===== config.mk =====
export PLATFORM = sky130hd
export DESIGN_NAME = fc_output_layer
export DESIGN_NICKNAME = d
export VERILOG_FILES = /design/src/rtl/fc_output_layer.sv
export SDC_FILE = /design/constraint.sdc
export NUM_CORES = 1
export LEC_CHECK = 0
export ABC_AREA = 1
export ABC_CLOCK_PERIOD_IN_PS = 15700
export BUFFER_PORTS_ARGS = -buffer_cell sky130_fd_sc_hd__buf_2
export CAP_MARGIN = 20
export CORE_MARGIN = 1.5
export CORE_UTILIZATION = 40
export DETAILED_ROUTE_END_ITERATION = 7
export GPL_TIMING_DRIVEN = 0
export HOLD_SLACK_MARGIN = 0.05
export PLACE_DENSITY = 0.55
export SYNTH_ARGS = -nofsm -noshare
export SYNTH_HDL_FRONTEND = slang
export SYNTH_SLANG_ARGS = --single-unit
export TNS_END_PERCENT = 5

===== constraint.sdc =====
create_clock -name clk -period 15.7 [get_ports clk]
set_input_delay 0.785 -clock clk [delete_from_list [all_inputs] [get_ports clk]]
set_output_delay 0.785 -clock clk [all_outputs]
set_load 0.01 [all_outputs]

===== src/rtl/fc_output_layer.sv =====
// rtl/fc_output_layer.sv - final fully-connected layer producing signed 32-bit logits
//
// Computes logit[j] = bias[j] + sum_i x[i]*W[j][i] for OUT_SIZE neurons,
// saturates to 32 bits (optionally clamps negatives when RELU=1) and keeps
// the results in an internal score buffer read by the argmax stage.
//
// Ports:
//   clk, reset        rising-edge clock, asynchronous active-high reset
//   start             one-cycle compute request, ignored while busy
//   in_addr/in_data   activation memory port (data 1 cycle after addr)
//   w_addr/w_data     weight memory port, row-major j*IN_SIZE+i
//   b_addr/b_data     bias memory port, addr = neuron index
//   rd_addr/rd_data   combinational score buffer read port
//   out_size          constant OUT_SIZE
//   busy, done        run in progress / one-cycle completion pulse
module fc_output_layer #(
  parameter int IN_SIZE  = 784,
  parameter int OUT_SIZE = 10,
  parameter int RELU     = 0
) (
  input  logic        clk,
  input  logic        reset,
  input  logic        start,
  output logic [15:0] in_addr,
  input  logic [7:0]  in_data,
  output logic [15:0] w_addr,
  input  logic [7:0]  w_data,
  output logic [3:0]  b_addr,
  input  logic [31:0] b_data,
  input  logic [15:0] rd_addr,
  output logic [31:0] rd_data,
  output logic [15:0] out_size,
  output logic        busy,
  output logic        done
);

  typedef enum logic [1:0] {S_IDLE, S_RUN, S_DRAIN, S_STORE} state_t;

  localparam logic [15:0] I_LAST = 16'(IN_SIZE - 1);
  localparam logic [3:0]  J_LAST = 4'(OUT_SIZE - 1);
  localparam logic signed [47:0] ACC_MAX = 48'sd2147483647;
  localparam logic signed [47:0] ACC_MIN = -48'sd2147483648;

  state_t             state;
  logic [15:0]        i_cnt;
  logic               mac_valid;   // memory data this cycle belongs to a live address
  logic               mac_first;   // that address was i=0, so fold in the bias
  logic signed [47:0] acc;
  logic signed [31:0] score [OUT_SIZE];

  logic signed [15:0] in_ext;
  logic signed [15:0] w_ext;
  logic signed [15:0] product;
  logic signed [47:0] mac_base;
  logic signed [47:0] mac_next;
  logic [31:0]        sat_val;
  logic [31:0]        store_val;

  assign out_size = 16'(OUT_SIZE);

  // 8x8 signed product always fits in 16 bits, so a 16-bit multiply is exact.
  assign in_ext   = {{8{in_data[7]}}, in_data};
  assign w_ext    = {{8{w_data[7]}}, w_data};
  assign product  = in_ext * w_ext;
  assign mac_base = mac_first ? {{16{b_data[31]}}, b_data} : acc;
  assign mac_next = mac_base + {{32{product[15]}}, product};

  always_comb begin
    sat_val = acc[31:0];
    if (acc > ACC_MAX)
      sat_val = 32'h7FFF_FFFF;
    else if (acc < ACC_MIN)
      sat_val = 32'h8000_0000;
    store_val = sat_val;
    if (RELU != 0 && sat_val[31])
      store_val = 32'h0;
  end

  always_comb begin
    rd_data = 32'h0;
    for (int k = 0; k < OUT_SIZE; k++)
      if (rd_addr == 16'(k))
        rd_data = score[k];
  end

  always_ff @(posedge clk or posedge reset) begin
    if (reset) begin
      state     <= S_IDLE;
      busy      <= 1'b0;
      done      <= 1'b0;
      in_addr   <= '0;
      w_addr    <= '0;
      b_addr    <= '0;
      i_cnt     <= '0;
      mac_valid <= 1'b0;
      mac_first <= 1'b0;
      acc       <= '0;
      for (int k = 0; k < OUT_SIZE; k++)
        score[k] <= '0;
    end else begin
      done <= 1'b0;
      if (mac_valid)
        acc <= mac_next;
      case (state)
        S_IDLE: begin
          mac_valid <= 1'b0;
          if (start) begin
            state   <= S_RUN;
            busy    <= 1'b1;
            i_cnt   <= '0;
            in_addr <= '0;
            w_addr  <= '0;
            b_addr  <= '0;
          end
        end
        S_RUN: begin
          mac_valid <= 1'b1;
          mac_first <= (i_cnt == 16'h0);
          if (i_cnt == I_LAST) begin
            state <= S_DRAIN;
          end else begin
            i_cnt   <= i_cnt + 16'h1;
            in_addr <= i_cnt + 16'h1;
            w_addr  <= w_addr + 16'h1;
          end
        end
        S_DRAIN: begin
          mac_valid <= 1'b0;
          state     <= S_STORE;
        end
        S_STORE: begin
          for (int k = 0; k < OUT_SIZE; k++)
            if (b_addr == 4'(k))
              score[k] <= store_val;
          if (b_addr == J_LAST) begin
            state <= S_IDLE;
            busy  <= 1'b0;
            done  <= 1'b1;
          end else begin
            // Next row starts right after the previous one in row-major order.
            state   <= S_RUN;
            b_addr  <= b_addr + 4'h1;
            i_cnt   <= '0;
            in_addr <= '0;
            w_addr  <= w_addr + 16'h1;
          end
        end
        default: state <= S_IDLE;
      endcase
    end
  end

endmodule


* Word-level counts from Yosys, hierarchy flattened *
Index checks and enable logic that the tools add are counted.
Widths: inputs -> output; s select.

storage, ports and cells
  register bits = 410
  latch bits = 0
  memory bits (writable) = 0
  memory bits (read-only) = 0
  bits of input ports = 67
  output and inout port bits = 86
  logic and storage cells = 108
  memories kept = 0

cells by class
  $add $sub $neg = 4
  multipliers = 1
  div/mod/pow operators = 0
  $lt $le $gt $ge = 2
  eq/ne operators = 27
  shift-type cells = 0
  muxes and demuxes = 33
  bitwise logic cells = 0
  reductions and logical operators = 22

operators with widths
  cell                   number
  $mux 32                12
  $pmux 16 s3            2
  $mux 16                5
  $eq 16x3->1 const B    4
  $add 48x48->48         1
  $gt 48x32->1 const B   1
  $lt 48x32->1 const B   1
  $mux 48                1
  $add 16x1->16 const B  2
  $eq 16x2->1 const B    2
  $eq 16x4->1 const B    2
  $logic_not 16->1       2
  $reduce_and 2->1       11
  $eq 16x1->1 const B    1
  $eq 16x10->1 const B   1
  $eq 4x3->1 const B     4
  $mul 8x8->16           1
  $ne 2x2->1 const B     5
  $eq 4x2->1 const B     2
  $eq 4x4->1 const B     2
  $mux 4                 2
  $pmux 2 s4             1
  $pmux 4 s2             1
  $reduce_and 3->1       2
  other kinds (13)       21

* Depth between registers and ports, before layout *
Gate-level depths: netlist (run 1).

  depth in word-level cells = 11
  gate-level depth with buffers = 39

* Worst setup path before layout (run 1) *
OpenSTA, ideal clock, no wires.

  path type = input port to flip-flop
  start point = input port in_data[0]
  end point = register acc[41]
  setup time = 0.117 ns
  arrival = 6.333 ns
  data required time = 15.583 ns
  slack = 9.249 ns
  stages on the path = 36
  path buffers = 1
  cell sequence = clkbuf_1 or2_2 fa_1 fa_1 inv_1 fa_1 inv_1 fa_1 inv_1 ha_1 nand3_1 nand2_1 a21oi_1 o21bai_1 a21oi_1 o21bai_1 nand2_1 nand2_1 a21oi_1 xnor2_1 ha_1 nand2_1 nor4_1 nand2_1 nand2_1 nand3_1 nand2_1 nand2_1 nand2_2 nand2_1 nand2_2 nand3_1 nand2_1 nand2_1 nand3_1 nand2_1

between the ends
  longest elaborated chain between the ends = 2

ends and longest elaborated chain
  element               RTL line  text
  start, declared       25        input logic [7:0] in_data,
  $mul 8x8->16          64        assign product = in_ext * w_ext;
  $add 48x48->48        66        assign mac_next = mac_base + {{32{product[15]}}, product};
  end signal, assigned  103       acc <= mac_next;
  end, declared         48        logic signed [47:0] acc;

No other way between the ends.
A chain may end at the register's enable or synchronous reset.

* Final worst setup path (run 1) *
  start point = input port w_data[2]
  end point = register acc[38]

between the ends
  longest elaborated chain between the ends = 2

ends and longest elaborated chain
  element          RTL line  text
  start, declared  27        input logic [7:0] w_data,
  $mul 8x8->16     64
  $add 48x48->48   66

No other way between the ends.

==> results of run 1 <==
-- path summary, 6_finish.rpt --
| kind | from | end | slack, ps | cells after the start |
|---|---|---|---|---|
| worst max-delay path | w_data[2] | acc[38] | 8730 | 36 |
| worst min-delay path | reset | score[240] | 330 | 2 |
| worst max register to register | mac_first | acc[38] | 10880 | 27 |
| worst min register to register | score[202] | score[202] | 480 | 2 |
| max in group asynchronous | reset | i_cnt[0] | 13830 | 4 |
| min in group clk | score[202] | score[202] | 480 | 2 |
-- cell families (layout without fill, tap and decap cells) --
kind of cell / Yosys count / count (layout) / synth area share, %
flip-flops: 410 / 410 / 41.20
buffers and inverters: 626 / 838 / 9.987
AO/OA/AOI/OAI: 850 / 850 / 18.75
other: 2 / 16 / 0.03015
adder cells (fa/ha/maj): 131 / 131 / 8.269
XOR/XNOR: 48 / 48 / 1.809
AND/OR/NAND/NOR: 1195 / 1195 / 19.95
-- metal layers --
layer,wire length [um],part of all wire (%),vias to the layer above
met2,38110,49,579
met1,34220,44,10750
met3,3623,4.7,110
met5,0,0,-
met4,1784,2.3,0
li1,-,-,10950
-- cells in the final DEF (no fill, tap or decap), drive strengths merged, types with 7 or more instances in the layout --
| cell | instances |
|---|---|
| o221ai | 44 |
| buf | 152 |
| inv | 451 |
| ha | 75 |
| nand3 | 107 |
| nand4 | 18 |
| a21oi | 174 |
| nor2 | 163 |
| xor2 | 21 |
| conb | 16 |
| o21ai | 541 |
| o22ai | 10 |
| nor4 | 10 |
| nand2 | 851 |
| o41ai | 10 |
| nand3b | 7 |
| clkbuf | 223 |
| o211ai | 44 |
| dfrtp | 410 |
| xnor2 | 27 |
| fa | 56 |
| clkinv | 10 |
| nor3 | 26 |
-- state kept, by name, indices dropped and copies added (netlist names) --
signal / cells
mac_first: 1
busy: 1
i_cnt: 16
w_addr: 16
b_addr: 4
state: 2
score: 320
done: 1
acc: 48
mac_valid: 1
-- metrics by stage --
step	instance area (um2)	utilization (%)	setup WS (ps)	instances	setup TNS, ps
after floorplan	24960	-	3507	3276	0
after global placement	26610	43.20	-1091	4234	-420860
after detailed placement	26710	43.36	8097	4239	0
after CTS	28210	45.80	8719	4325	0
after global routing	28210	45.80	8188	4325	0
final	28210	45.80	8727	4325	0
-- where the power goes --
part           switching, mW  internal (mW)  total (mW)
registers             0.0590           1.20        1.26
logic                   2.49           1.28        3.77
clock network          0.453          0.625        1.08
total                   3.00           3.11        6.11
-- area by class of cell --
cell class,instances,area [um2],share of cell area [%]
tap,837,1047,3.712
clock inverter,12,73.82,0.2616
buffer,176,798.3,2.829
timing repair buffer,126,698.2,2.474
multi-input combinational,2240,12210,43.28
sequential,410,10260,36.36
inverter,450,1697,6.013
clock buffer,74,1430,5.069
==> flow_metrics.tcl, run 1 <==
set metrics [dict create \
    status "finished clean" \
    cts_hold_buffers 0 \
    synth_most_common_cell "nand2_1" \
    clkTransAtPathRegs_ps 60 \
    crit_buf_inv 8 \
    htree_num_levels 2 \
    antenna_found_initial 0 \
    finalHoldViolCount 0 \
    vias_per_cell 5.178 \
    grt_setup_unrepaired "no" \
    synth-edff-count 0 \
    crit_required_ps 16160 \
    cts_sinks 410 \
    hpwlAfterDp_um 61190 \
    syn-mean-instance-area_um2 7.635 \
    period_minus_slack_ps 6973 \
    num_antenna_cells 0 \
    holdWs_ps 331.6 \
    cts_buffers 48 \
    insertion_delay_ps 590 \
    total_power_mw 6.108 \
    wl_per_cell_um 17.98 \
    maxSlewHeadroom_pct 44.73 \
    grt_pass1_vias 21820 \
    crit_top_cell "nand2_1" \
    rows 91 \
    vdd_ir_drop_max_mv 0.3855 \
    seq_area_frac_synth_pct 41.20 \
    die_w_um 252.5 \
    grtUsageTotal_pct 24.53 \
    leakage_nw 14.00 \
    drtAntennaViolNets 0 \
    drc_errors 0 \
    drtIter0Drc 1627 \
    synth_top_cell_by_area "dfrtp_1" \
    drv_slew 0 \
    drt_first_pass_iters 5 \
    synth-async-reset-ratio_pct 100.0 \
    cts_setup_buffers 0 \
    ys.flop_type "dfrtp_1" \
    synth_seq_cells 410 \
    worst_slew_pin_slew_ps 818.3 \
    finalCritPeriodShare_pct 44.41 \
    synth_commonest_cells "823 x nand2_1, 517 x o21ai_0, 434 x inv_1, 410 x dfrtp_1, 169 x a21oi_1" \
    grt_pass1_wl_um 122200 \
    gr-usage-met2_pct 42.44 \
    busiest_layer "met2" \
    grtUsageMet3_pct 2.606 \
    yosys.area.top_type_share_pct 41.20 \
    drive_gt1_share_pct 8.830 \
    worstPathMaxFanout 28 \
    critPathTopFamily "adder cells" \
    place_congestion 0.8950 \
    fin_nets 3650 \
    ys_warn_count 0 \
    port_buffers 121 \
    hp-class "input pin to async pin" \
    grt_max_degree 118 \
    die_y_um 252.5 \
    clock_skew_ps 18.33 \
    fmax_ghz 0.1434 \
    worstSetupEndpointType "flop" \
    fillers 6281 \
    areaGrowthSynthToFinish_pct 13.29 \
    cap_violations 0 \
    cts_buffer_depth 3 \
    overflow 0 \
    core_area_um2 61600 \
    ctsResizeCount 0 \
    netlist_top_cells_area "dfrtp_1 41%, nand2_1 12%, o21ai_0 10%, inv_1 6.5%, fa_1 4.5%" \
    critical_path_class "input pin to flop" \
    powerDensity_nw_per_um2 216.5 \
    ios 153 \
    slowest_stage "fa_1" \
    wl_um 77740 \
    finalSetupViolCount 0 \
    cts_tree "built" \
    yosys.cell_types.count 56 \
    synthesis.area_um2 24910 \
    critPathLaunchType "input pin" \
    use_met1_pct 32.74 \
    cts_root_buffer "clkbuf_16" \
    die_area_um2 63770 \
    crit_arrival_ps 7440 \
    via_count 22390 \
    synthCells 3262 \
    cpPeakStageDelay_ps 630 \
    start_util_pct 40.43 \
]
(Power assumes the default switching activity.)
==> run 2, diff against run 1 <==
- ABC_AREA: 1 -> 0
- ABC_CLOCK_PERIOD_IN_PS: 15700 -> 7000
- PLACE_DENSITY: 0.55 -> 0.56
- clock period: 15.7 -> 7 ns (I/O delays scaled with it)
==> flow_metrics.tcl, run 2 <==
set metrics [dict create \
    syn-mean-instance-area_um2 9.309 \
    cts_sinks 410 \
    drt_first_pass_iters 6 \
    synth-async-reset-ratio_pct 100.0 \
    crit_buf_inv 8 \
    met3_wirelength_um 4928 \
    finalHoldViolCount 0 \
    worst_slew_pin_slew_ps 1192 \
    met1_length_um 32980 \
    vias_per_cell 5.647 \
    hold_start "start" \
    final_cells 3474 \
    synth_most_common_cell "dfrtp_1" \
    hold_end "b_addr[2]" \
    areaGrowthSynthToFinish_pct 18.32 \
    place_inst 3363 \
    seq_area_frac_synth_pct 45.11 \
    critPathTopFamily "adder cells" \
    highest_layer "met5" \
    die_y_um 241.5 \
    grtUsageTotal_pct 26.38 \
    finalSetupViolCount 0 \
    largestRegisters "score (320), acc (48)" \
    dr_wl_met2_um 36410 \
    die_w_um 241.5 \
    synthesis.area_um2 22740 \
    rows 87 \
    crit_required_ps 7420 \
    final_cell_mix "410 x dfrtp_1, 282 x nand2_1, 251 x o21ai_0, 202 x a21oi_1, 201 x nor2_1" \
    via_count 19620 \
    crit_top_cell "fa_1" \
    ys_warn_count 0 \
    top_register "score" \
    r2r_start "mac_first" \
    critical_path_class "input pin to flop" \
    maxSlewHeadroom_pct 20.51 \
    cts_root_buffer "clkbuf_16" \
    hold_path_depth 3 \
    drive_gt1_share_pct 15.24 \
    synth_top_cell_by_area "dfrtp_1" \
    largest_reg_flops 320 \
    powerDensity_nw_per_um2 532.8 \
    critPathLaunchType "input pin" \
    status "finished clean" \
    wl_um 76550 \
    die_area_um2 58300 \
    synth_commonest_cells "410 x dfrtp_1, 285 x nand2_1, 256 x o21ai_0, 211 x a21oi_1, 202 x nor2_1" \
    drc_errors 0 \
    grt_pass1_vias 19090 \
    clock_skew_ps 22.18 \
    ys.flop_type "dfrtp_1" \
    clkTransAtPathRegs_ps 60 \
    start_util_pct 40.41 \
    synth_seq_cells 410 \
    insertion_delay_ps 600 \
    hp-class "input pin to flop" \
    overflow 0 \
    grt_pass1_wl_um 116200 \
    drv_slew 0 \
    fin_nets 2879 \
    drtIter0Drc 1780 \
    crit_arrival_ps 7260 \
    cpPeakStageDelay_ps 530 \
    setup_tns_ps 0 \
    port_buffers 136 \
    finalCritPeriodShare_pct 97.76 \
    fmax_ghz 0.1461 \
    synthCells 2443 \
    cts_tree "built" \
    core_area_um2 56280 \
    slowest_stage "fa_1" \
    grt_max_degree 44 \
    cts_buffers 46 \
    final_common_cell "dfrtp_1" \
    leakage_nw 12.26 \
    ios 153 \
    netlist_top_cells_area "dfrtp_1 45%, o21ai_0 5.6%, fa_1 4.9%, nand2_1 4.7%, a21oi_1 4.6%" \
    worstPathMaxFanout 8 \
    synth-edff-count 0 \
    reg2reg_depth 19 \
    place_congestion 0.8774 \
    drtAntennaViolNets 0 \
    period_minus_slack_ps 6843 \
    antenna_found_initial 3 \
    htree_num_levels 2 \
    worstSetupEndpointType "flop" \
    yosys.area.top_type_share_pct 45.11 \
    vdd_ir_drop_max_mv 0.3622 \
    wl_per_cell_um 22.04 \
    worstReg2RegEnd "acc[34]" \
    cts_buffer_depth 3 \
    yosys.cell_types.count 69 \
    cap_violations 0 \
    r2r_setup_slack_ps 1000 \
    hpwlAfterDp_um 54300 \
]
run 2: cell types whose count changed after synthesis, sizes merged, moves of 37 or more:
cell and delta:
inv -321, a21oi +38, nand2 -565, and2 +48, nand3 -72, o211ai -37, a22oi +92, o221ai -41
mux2 +65, nor2 +39, o21ai -284
run 2: metrics by stage:
step / worst slack [ps] / utilization [%] / power [mW] / area, um2 / hold slack [ps]
6_report: 156.9 / 47.82 / 14.34 / 26910 / 155.0
5_1_grt: -0.6426 / 47.81 / 15.28 / 26910 / 158.1
4_1_cts: 9.630 / 47.24 / 13.69 / 26590 / 135.5
3_5_place_dp: -1984 / 43.82 / 10.35 / 24660 / 397.8
3_3_place_gp: -2560 / 43.40 / 10.26 / 24430 / 456.9
2_1_floorplan: -843.6 / - / 8.646 / 22800 / 444.7
run 2: cell type report:
class                           instances  area [um2]
Fill cell                            5452       29370
Multi-Input combinational cell       1763       11800
Sequential cell                       410       10260
Clock buffer                           66        1346
Timing Repair Buffer                  178        1146
Tap cell                              756       945.9
Buffer                                154       678.2
Inverter                              128       486.7
Clock inverter                         18       242.7
Antenna cell                            1       2.502
run 2: logic make-up after synthesis:
kind of cell | after synthesis | share of synthesized area, %
AND/OR/NAND/NOR | 737 | 14.63
AO/OA/AOI/OAI | 732 | 19.70
flip-flops | 410 | 45.11
buffers and inverters | 284 | 4.979
adder cells (fa/ha/maj) | 131 | 9.055
multiplexers | 75 | 3.658
XOR/XNOR | 72 | 2.839
other | 2 | 0.03302
run 2: worst reg2reg max path, cell delays in order, from the launching register on:
cell      delay (ps)
dfrtp_1          530
clkbuf_1         430
clkbuf_1         500
buf_1            660
mux2_2           290
ha_1             180
inv_1             60
fa_1             400
nor2b_1          130
o21a_1           140
o21ai_0          210
a221oi_1         420
o21ai_0          230
a21o_1           270
o21a_4           270
o31ai_4          390
mux2_2           400
nand3_1           80
o21ai_1           80
a211oi_1         240
run 2: routing by layer:
layer	vias up	global-route usage, %
met1	9824	35.33
li1	9030	-
met2	629	43.61
met3	131	4.387
met5	-	0
met4	2	8.371
run 2: how the worst max path moves through the flow:
stage | slack [ps] | depth (start not counted) | endpoint | startpoint
floorplan | -840 | 31 | acc[46] | w_data[3]
global placement | -2560 | 32 | acc[46] | w_data[3]
detailed placement | -1980 | 32 | acc[46] | w_data[3]
CTS | 10 | 31 | acc[39] | w_data[4]
global route | -0.6 | 32 | acc[36] | w_data[4]
finish | 160 | 32 | acc[36] | w_data[4]
run 2: timing repair:
action / in CTS / in global routing
hold endpoints to repair: 16 / 0
gates cloned: 1 / 1
gates resized for setup: 44 / 48
hold buffers: 1 / 0
buffers inserted: 11 / 12
pin swaps: 20 / 30
setup endpoints to repair: 28 / 21
run 2: report_power, final:
group / switching, mW / internal [mW]
combinational: 4.88 / 4.11
sequential: 0.175 / 2.63
clock: 1.05 / 1.50
